<file path="src/rtl/cordic_pkg.sv">
// Shared constants, state encoding and helpers for the folded CORDIC engine.
// No ports: holds widths, X0, the Q2.19 arctan table and the FSM states.
package cordic_pkg;

  localparam int CORDIC_WL     = 21;
  localparam int CORDIC_N_ITER = 17;

  localparam logic [20:0] X0_Q219 =
    21'b00_1001101101110100111;

  localparam int ALPHA_N = 17;

  // atan(2^-i) in Q2.19, rounded to nearest
  localparam logic [20:0] ALPHA_Q219 [ALPHA_N] = '{
    21'd411775, 21'd243085, 21'd128439,
    21'd65198,  21'd32725,  21'd16379,
    21'd8191,   21'd4096,   21'd2048,
    21'd1024,   21'd512,    21'd256,
    21'd128,    21'd64,     21'd32,
    21'd16,     21'd8
  };

  typedef enum logic [1:0] {
    IDLE = 2'd0,
    ITER = 2'd1,
    DONE = 2'd2
  } state_t;

  // Re-scale a positive Q2.19 constant to Q2.(wl-2)
  function automatic logic [63:0] q219_scale(
    input logic [20:0] v,
    input int          wl
  );
    logic [63:0] t;
    t = {43'd0, v};
    if (wl >= 21) return t << (wl - 21);
    else          return t >> (21 - wl);
  endfunction

endpackage

</file>
<file path="src/rtl/cordic_alpha_rom.sv">
// Combinational micro-rotation angle lookup, alpha = atan(2^-idx).
// Ports: idx (iteration index) -> alpha (Q2.(WORD_LENGTH-2)); 0 past table.
module cordic_alpha_rom
  import cordic_pkg::*;
#(
  parameter int WORD_LENGTH = CORDIC_WL,
  parameter int CNT_W       = 5
) (
  input  logic [CNT_W-1:0]       idx,
  output logic [WORD_LENGTH-1:0] alpha
);

  always_comb begin
    alpha = '0;
    if (int'(idx) < ALPHA_N)
      alpha = WORD_LENGTH'(
        q219_scale(ALPHA_Q219[idx], WORD_LENGTH));
  end

endmodule

</file>
<file path="src/rtl/cordic_stage.sv">
// One combinational CORDIC rotation-mode micro-rotation.
// Ports: x/y/z, alpha, iteration in -> x_next/y_next/z_next out.
module cordic_stage #(
  parameter int WORD_LENGTH = 21,
  parameter int CNT_W       = 5
) (
  input  logic signed [WORD_LENGTH-1:0] x,
  input  logic signed [WORD_LENGTH-1:0] y,
  input  logic signed [WORD_LENGTH-1:0] z,
  input  logic signed [WORD_LENGTH-1:0] alpha,
  input  logic        [CNT_W-1:0]       iteration,
  output logic signed [WORD_LENGTH-1:0] x_next,
  output logic signed [WORD_LENGTH-1:0] y_next,
  output logic signed [WORD_LENGTH-1:0] z_next
);

  logic signed [WORD_LENGTH-1:0] xs;
  logic signed [WORD_LENGTH-1:0] ys;

  assign xs = x >>> iteration;
  assign ys = y >>> iteration;

  // Rotate toward z = 0; z >= 0 rotates counter-clockwise
  always_comb begin
    if (!z[WORD_LENGTH-1]) begin
      x_next = x - ys;
      y_next = y + xs;
      z_next = z - alpha;
    end else begin
      x_next = x + ys;
      y_next = y - xs;
      z_next = z + alpha;
    end
  end

endmodule

</file>
<file path="src/rtl/fixed_to_fp.sv">
// Signed Q2.(WORD_LENGTH-2) to IEEE-754 single (exact for WORD_LENGTH<=24).
// Ports: fixed (WORD_LENGTH signed) -> fp (32-bit float).
module fixed_to_fp #(
  parameter int WORD_LENGTH = 21
) (
  input  logic signed [WORD_LENGTH-1:0] fixed,
  output logic [31:0]                   fp
);

  localparam int FRAC = WORD_LENGTH - 2;

  logic [WORD_LENGTH-1:0] mag;
  logic [22:0]            mant;
  logic [7:0]             e;
  int                     p;

  always_comb begin
    mag = fixed[WORD_LENGTH-1] ? -fixed : fixed;
    p = 0;
    for (int i = 0; i < WORD_LENGTH; i++)
      if (mag[i]) p = i;
    // Align leading one to bit 23; the cast drops it (hidden bit)
    if (p < 23)
      mant = 23'({23'd0, mag} << (23 - p));
    else
      mant = 23'(mag >> (p - 23));
    e  = 8'(p - FRAC + 127);
    fp = (mag == '0) ? 32'd0
                     : {fixed[WORD_LENGTH-1], e, mant};
  end

endmodule

</file>
<file path="src/rtl/fp_to_fixed.sv">
// IEEE-754 single to signed Q2.(WORD_LENGTH-2), truncating magnitude.
// Ports: fp (32-bit float) -> fixed (WORD_LENGTH signed).
module fp_to_fixed #(
  parameter int WORD_LENGTH = 21
) (
  input  logic [31:0]                   fp,
  output logic signed [WORD_LENGTH-1:0] fixed
);

  localparam int FRAC = WORD_LENGTH - 2;

  logic [7:0]             e;
  logic [23:0]            mant;
  logic [WORD_LENGTH-1:0] mag;
  int                     sh;

  always_comb begin
    e    = fp[30:23];
    mant = {1'b1, fp[22:0]};
    // value * 2^FRAC = mant * 2^(e - 150 + FRAC)
    sh   = 150 - FRAC - int'(e);
    if (e == 8'd0)
      mag = '0;
    else if (sh >= 0)
      mag = WORD_LENGTH'(mant >> sh);
    else
      mag = WORD_LENGTH'(mant) << (-sh);
    fixed = fp[31] ? -mag : mag;
  end

endmodule

</file>
<file path="src/rtl/cordic_iter_ctrl.sv">
// Folded cosine engine: one CORDIC stage reused for N_ITERATIONS cycles.
// Ports: clk, rst (async low); in/in_valid/in_ready; out/out_valid/out_ready; busy.
module cordic_iter_ctrl
  import cordic_pkg::*;
#(
  parameter int WORD_LENGTH  = CORDIC_WL,
  parameter int N_ITERATIONS = CORDIC_N_ITER,
  parameter int CNT_W        = 5
) (
  input  logic        clk,
  input  logic        rst,
  input  logic [31:0] in,
  input  logic        in_valid,
  output logic        in_ready,
  output logic [31:0] out,
  output logic        out_valid,
  input  logic        out_ready,
  output logic        busy
);

  localparam logic [CNT_W-1:0] LAST =
    CNT_W'(N_ITERATIONS - 1);

  localparam logic signed [WORD_LENGTH-1:0] X0 =
    WORD_LENGTH'(q219_scale(X0_Q219, WORD_LENGTH));

  state_t state;

  logic signed [WORD_LENGTH-1:0] x;
  logic signed [WORD_LENGTH-1:0] y;
  logic signed [WORD_LENGTH-1:0] z;
  logic signed [WORD_LENGTH-1:0] x_n;
  logic signed [WORD_LENGTH-1:0] y_n;
  logic signed [WORD_LENGTH-1:0] z_n;
  logic signed [WORD_LENGTH-1:0] z_load;
  logic signed [WORD_LENGTH-1:0] alpha;
  logic [CNT_W-1:0]              iter;
  logic [31:0]                   out_n;

  // Never depends on in_valid
  assign in_ready = (state == IDLE) |
                    ((state == DONE) & out_ready);

  fp_to_fixed #(
    .WORD_LENGTH(WORD_LENGTH)
  ) u_f2x (
    .fp   (in),
    .fixed(z_load)
  );

  cordic_alpha_rom #(
    .WORD_LENGTH(WORD_LENGTH),
    .CNT_W      (CNT_W)
  ) u_rom (
    .idx  (iter),
    .alpha(alpha)
  );

  cordic_stage #(
    .WORD_LENGTH(WORD_LENGTH),
    .CNT_W      (CNT_W)
  ) u_stage (
    .x        (x),
    .y        (y),
    .z        (z),
    .alpha    (alpha),
    .iteration(iter),
    .x_next   (x_n),
    .y_next   (y_n),
    .z_next   (z_n)
  );

  fixed_to_fp #(
    .WORD_LENGTH(WORD_LENGTH)
  ) u_x2f (
    .fixed(x_n),
    .fp   (out_n)
  );

  always_ff @(posedge clk or negedge rst) begin
    if (!rst) begin
      state     <= IDLE;
      x         <= '0;
      y         <= '0;
      z         <= '0;
      iter      <= '0;
      out       <= 32'h0;
      out_valid <= 1'b0;
      busy      <= 1'b0;
    end else begin
      unique case (state)
        IDLE: begin
          if (in_valid) begin
            x     <= X0;
            y     <= '0;
            z     <= z_load;
            iter  <= '0;
            state <= ITER;
            busy  <= 1'b1;
          end
        end
        ITER: begin
          x <= x_n;
          y <= y_n;
          z <= z_n;
          if (iter == LAST) begin
            out       <= out_n;
            out_valid <= 1'b1;
            busy      <= 1'b0;
            state     <= DONE;
          end else begin
            iter <= iter + 1'b1;
          end
        end
        DONE: begin
          if (out_ready) begin
            out_valid <= 1'b0;
            if (in_valid) begin
              // Drain and reload on the same edge
              x     <= X0;
              y     <= '0;
              z     <= z_load;
              iter  <= '0;
              state <= ITER;
              busy  <= 1'b1;
            end else begin
              state <= IDLE;
            end
          end
        end
        default: begin
          state     <= IDLE;
          out_valid <= 1'b0;
          busy      <= 1'b0;
        end
      endcase
    end
  end

endmodule

</file>
<file path="config.mk">
export PLATFORM = sky130hd
export DESIGN_NAME = cordic_iter_ctrl
export DESIGN_NICKNAME = d
export VERILOG_FILES = /design/src/rtl/cordic_pkg.sv /design/src/rtl/cordic_alpha_rom.sv /design/src/rtl/cordic_stage.sv /design/src/rtl/fixed_to_fp.sv /design/src/rtl/fp_to_fixed.sv /design/src/rtl/cordic_iter_ctrl.sv
export SDC_FILE = /design/constraint.sdc
export NUM_CORES = 1
export LEC_CHECK = 0
export BUFFER_PORTS_ARGS = -buffer_cell sky130_fd_sc_hd__buf_2
export CAP_MARGIN = 20
export CORE_ASPECT_RATIO = 2
export CORE_MARGIN = 8
export CORE_UTILIZATION = 55
export DETAILED_ROUTE_END_ITERATION = 8
export PLACE_DENSITY = 0.83
export SYNTH_ARGS = -nofsm -noshare
export SYNTH_HDL_FRONTEND = slang
export SYNTH_SLANG_ARGS = --single-unit
</file>
<file path="constraint.sdc">
create_clock -name clk -period 15.7 [get_ports clk]
set_clock_uncertainty 0.05 [all_clocks]
set_input_delay 1.57 -clock clk [delete_from_list [all_inputs] [get_ports clk]]
set_output_delay 1.57 -clock clk [all_outputs]
set_load 0.02 [all_outputs]
</file>
==> impl_metrics.tcl, run 1 <==
set metrics [dict create \
    setup-tns-final_ns 0 \
    numCtsBuffers 9 \
    diodes 0 \
    final_common_cell "nor2_1" \
    syn_nets 2395 \
    multiInputGateArea_sq_mm 0.0136 \
    io_pins 71 \
    slowest_stage "buf_4" \
    critPathKind "register to register" \
    min_path_type "register to register" \
    postPlaceCellArea_sq_mm 0.0174 \
    final_cell_mix "nor2_1, nand2_1, a21oi_1" \
    seq_area_sq_mm 0.00261 \
    ctsResizeCount 0 \
    drc 0 \
    cap_violations 0 \
    worstPathRequired_ns 15.97 \
    rows 91 \
    antenna_found_initial 0 \
    num_vias 17800 \
    vias_per_cell 6.82 \
    ys.warnings.count 0 \
    cp_num_buf_inv 3 \
    critPathTopFamily "simple AND/OR/NAND/NOR gates" \
    cts_tree "built" \
    post-cts-setup-buffers 0 \
    detail_route.wl_per_cell_microns 20.0 \
    clock.fmax_ghz 0.0920 \
    clock_sinks 104 \
    cp-start-kind "register" \
    drive_gt1_share_pct 12.0 \
    design_area_sq_mm 0.0177 \
    end_kind "register" \
    grt_overflow 0 \
    clk_latency_ns 0.39 \
    wl_microns 52100 \
    clock_path_buffers 2 \
    finalSetupViolCount 0 \
    core_sq_mm 0.0306 \
    antenna_left 0 \
    die_x_microns 140 \
    path_depth 31 \
    max_slew_margin_pct 26.8 \
    clock_tree.htree_level_count 3 \
    clk_pin_slew_ns 0.08 \
    cts_root_buf "clkbuf_16" \
    syn_area_sq_mm 0.0170 \
    status "completed" \
    grt_max_degree 70 \
    routabilityCongestion 0.999 \
    dp_hpwl_microns 39100 \
    io_buffers 70 \
    ys_seq_area_share_pct 15.3 \
    grt_pass1_wl_microns 85100 \
    maxSlewViolCount 0 \
    areaGrowthSynthToFinish_pct 4.26 \
    reg2reg_slack_ns 4.84 \
    post-route-period-util_pct 69.2 \
    fin_crit_ns 10.86 \
    fin_nets 2355 \
    die_area_sq_mm 0.0372 \
    num-fill-cells 2769 \
    initial_utilization_pct 55.6 \
    cts.hold.buffers_added 0 \
    finalHoldViolCount 0 \
    post-synth-top-area-cell "dfrtp_1" \
    syn_area_per_cell_sq_um 7.50 \
    synthArstFlopShare_pct 100 \
    synth_cell_types 112 \
    first_global_vias 16400 \
    synth_edf_count 0 \
    tightest_slew_ns 1.09 \
    ys_ff_latch 104 \
    path_max_fanout 69 \
    rr_worst_depth 31 \
    synth_top_cell_area_share_pct 15.3 \
    grt_util_all_layers_pct 27.6 \
    drt_first_pass_iters 8 \
    critPathMaxStageDelay_ns 0.64 \
    drt_iter0_markers 2334 \
    synthFlopType "dfrtp_1" \
    die_h_microns 265 \
    crit_arrival_ns 11.13 \
    hold_depth 2 \
    synth.area.top_cells "dfrtp_1, mux4_2, ha_1, nor2_1, a21oi_1" \
    syn_inst 2268 \
    rsz0062_at_grt "no" \
]
[cell usage after synthesis, drive strengths merged (43+ instances only)]
library cell	n
nand3	73
nor2	247
mux4	57
a21oi	188
inv	62
xnor2	102
nand2	243
buf	43
dfrtp	104
xor2	60
nor3	66
ha	88
mux2i	75
clkbuf	105
a211oi	43
o21ai	193
[final timing paths]
check / from / endpoint
setup / recovery: iter[1] / out[0]
hold / removal: out[31] / out[31]
setup reg to reg: iter[1] / out[0]
hold reg to reg: out[31] / out[31]
max in group asynchronous: rst / iter[1]
min in group asynchronous: rst / y[11]
[state kept, by name (all words and copies together), names as in the netlist]
signal	flops
busy	1
iter	5
y	21
state	2
x	21
out_valid	1
out	32
z	21
[kinds of logic (layout without fill, tap and decap cells)]
| family | after synthesis | in the layout | share of synthesized area (%) |
|---|---|---|---|
| AO/OA/AOI/OAI | 714 | 714 | 27.2 |
| XOR/XNOR | 162 | 162 | 8.43 |
| adder cells (fa/ha/maj) | 91 | 91 | 6.82 |
| buffers and inverters | 214 | 179 | 5.16 |
| flip-flops | 104 | 104 | 15.3 |
| multiplexers | 169 | 169 | 14.4 |
| AND/OR/NAND/NOR | 814 | 814 | 22.6 |
[final cells by class]
type,count,area share (%)
Timing Repair Buffer,97,3.27
Sequential cell,104,14.7
Tap cell,372,2.62
Multi-Input combinational cell,1950,76.4
Clock buffer,10,1.29
Clock inverter,6,0.289
Inverter,66,1.41
[tightest hold or removal path, delay by kind of cell, from the launching register on]
family	cells	cell delay, ns
AO/OA/AOI/OAI	1	0.06
flip-flops	1	0.34
AND/OR/NAND/NOR	1	0.04
[metal layers]
layer / track usage (%) / vias up / wire length, microns
met5: 0 / - / 0
met4: 9.27 / 0 / 1430
met3: 5.15 / 132 / 5090
met2: 42.5 / 961 / 23500
met1: 38.0 / 8398 / 22100
li1: - / 8285 / -
[stage by stage]
stage	utilization (%)	instances	hold WS (ns)	worst slack, ns
after global placement	56.9	2587	0.410	5.63
after detailed placement	56.9	2587	0.415	5.25
after floorplan	-	2268	0.429	6.23
final	57.9	2605	0.428	4.84
after CTS	57.8	2603	0.432	5.22
after global routing	57.9	2605	0.464	4.01
Power of run 1 is left out: the tool's default activity adds up to more than one toggle a clock period on the data nets, which glitch-free logic cannot reach.
==> run 2, diff against run 1 <==
--- a/config.mk
+++ b/config.mk
@@ -5,13 +5,14 @@
 export SDC_FILE = /design/constraint.sdc
 export NUM_CORES = 1
 export LEC_CHECK = 0
+export ABC_AREA = 1
 export BUFFER_PORTS_ARGS = -buffer_cell sky130_fd_sc_hd__buf_2
 export CAP_MARGIN = 20
 export CORE_ASPECT_RATIO = 2
 export CORE_MARGIN = 8
 export CORE_UTILIZATION = 55
 export DETAILED_ROUTE_END_ITERATION = 8
-export PLACE_DENSITY = 0.83
+export PLACE_DENSITY = 0.86
 export SYNTH_ARGS = -nofsm -noshare
 export SYNTH_HDL_FRONTEND = slang
 export SYNTH_SLANG_ARGS = --single-unit
==> constraint.sdc (replaced) <==
create_clock -name clk -period 9.1 [get_ports clk]
set_clock_uncertainty 0.05 [all_clocks]
set_input_delay 0.91 -clock clk [delete_from_list [all_inputs] [get_ports clk]]
set_output_delay 0.91 -clock clk [all_outputs]
set_load 0.02 [all_outputs]
==> impl_metrics.tcl, run 2 <==
set metrics [dict create \
    critPathMaxStageDelay_ns 0.41 \
    synth.area.top_cells "nand2_1, dfrtp_1, o21ai_0, nand3_1, inv_1" \
    finalHoldViolCount 0 \
    drc 0 \
    syn_area_per_cell_sq_um 5.79 \
    clock_tree.htree_level_count 3 \
    rsz0062_at_grt "no" \
    ctsResizeCount 0 \
    die_h_microns 256 \
    min_path_type "register to register" \
    synth_top_cells_by_count "nand2_1, inv_1, o21ai_0" \
    synth_top_cell_area_share_pct 18.2 \
    crit_arrival_ns 8.45 \
    cpMostUsedCell "nand2_1" \
    cp-start-kind "register" \
    clk_latency_ns 0.38 \
    finalSetupViolCount 0 \
    max_slew_margin_pct 44.6 \
    syn_nets 2855 \
    largest_register "out" \
    synth_edf_count 0 \
    initial_utilization_pct 55.4 \
    grt_util_all_layers_pct 28.5 \
    post-synth-top-area-cell "nand2_1" \
    clk_pin_slew_ns 0.08 \
    final_common_cell "nand2_1" \
    synth_cell_types 62 \
    slowest_stage "buf_4" \
    tightest_slew_ns 0.825 \
    grt_pass1_wl_microns 82200 \
    clock_sinks 104 \
    yosys.cell_count.top_type "nand2_1" \
    setup-tns-final_ns 0 \
    largest_reg_flops 32 \
    antenna_left 0 \
    syn_area_sq_mm 0.0158 \
    worstPathRequired_ns 9.37 \
    cts_root_buf "clkbuf_16" \
    cap_violations 0 \
    post-cts-setup-buffers 0 \
    synthArstFlopShare_pct 100 \
    post-route-period-util_pct 89.9 \
    first_global_vias 16300 \
    path_max_fanout 40 \
    critPathKind "register to register" \
    final_util_pct 58.2 \
    clock_path_buffers 2 \
    numCtsBuffers 9 \
    num-fill-cells 2808 \
    ys_seq_area_share_pct 16.5 \
    ys.warnings.count 0 \
    areaGrowthSynthToFinish_pct 5.05 \
    drt_first_pass_iters 7 \
    syn_inst 2728 \
    cts.hold.buffers_added 0 \
    fin_nets 2846 \
    final_cell_mix "nand2_1, inv_1, o21ai_0" \
    routabilityCongestion 1.01 \
    grt_overflow 0 \
    dpl_worst_slack_ns 0.711 \
    maxSlewViolCount 0 \
    vias_per_cell 5.88 \
    reg2reg_slack_ns 0.92 \
    io_pins 71 \
    setup_ws_ns 0.918 \
    fin_crit_ns 8.18 \
    ys_ff_latch 104 \
    diodes 0 \
    core_sq_mm 0.0285 \
    drive_gt1_share_pct 8.15 \
    die_x_microns 136 \
    io_buffers 70 \
    clock.fmax_ghz 0.122 \
    wl_microns 50400 \
    detail_route.wl_per_cell_microns 16.3 \
    grt_max_degree 64 \
    rows 88 \
    design_area_sq_mm 0.0166 \
    dp_hpwl_microns 39000 \
    postPlaceCellArea_sq_mm 0.0163 \
    cts_tree "built" \
    antenna_found_initial 0 \
    status "completed" \
    num_vias 18100 \
    synthFlopType "dfrtp_1" \
    end_kind "register" \
    drt_iter0_markers 2044 \
    die_area_sq_mm 0.0348 \
]
## run 2: per-stage QoR
stage | std cells | hold WS, ns
floorplan | 2728 | 0.429
global placement | 3067 | 0.409
detailed placement | 3067 | 0.410
CTS | 3083 | 0.430
global route | 3084 | 0.450
finish | 3084 | 0.428
## run 2: cells by family after synthesis
group | Yosys count | synth area share (%)
AO/OA/AOI/OAI | 603 | 21.6
XOR/XNOR | 112 | 6.40
adder cells (fa/ha/maj) | 91 | 7.35
buffers and inverters | 452 | 11.5
flip-flops | 104 | 16.5
multiplexers | 3 | 0.190
AND/OR/NAND/NOR | 1363 | 36.5
## run 2: final cells by class
cell class	instances	area, sq um	area share (%)
clock buffers	10	239	1.44
multi-input cells	2173	11400	68.8
flip-flops and latches	104	2600	15.7
clock inverters	6	53.8	0.324
well taps	360	450	2.71
repair buffers	102	593	3.57
inverters	329	1240	7.47
## run 2: metal layers
layer | vias up | wire (microns) | part of all wire, % | track usage, %
met1 | 8230 | 22300 | 44 | 40.7
met5 | - | 0 | 0 | 0
met3 | 84 | 5040 | 10 | 5.80
li1 | 8976 | - | - | -
met4 | 0 | 987 | 2.0 | 7.55
met2 | 859 | 22000 | 44 | 42.5
## run 2: worst paths after layout
path | from | end | depth (start not counted)
min in group asynchronous | rst | z[2] | 1
max in group asynchronous | rst | out[27] | 2
max reg2reg | iter[1] | out[11] | 51
min | out[2] | out[2] | 2
max | iter[1] | out[11] | 51
min reg2reg | out[2] | out[2] | 2
## run 2: critical path: cells and delay by family, from the launching register on
kind | cells | cell delay, ns
XOR/XNOR | 2 | 0.38
buffers and inverters | 7 | 1.07
flip-flops | 1 | 0.39
adder cells (fa/ha/maj) | 2 | 0.48
AO/OA/AOI/OAI | 5 | 1.05
AND/OR/NAND/NOR | 35 | 4.64
Power of run 2 is left out for the same reason.
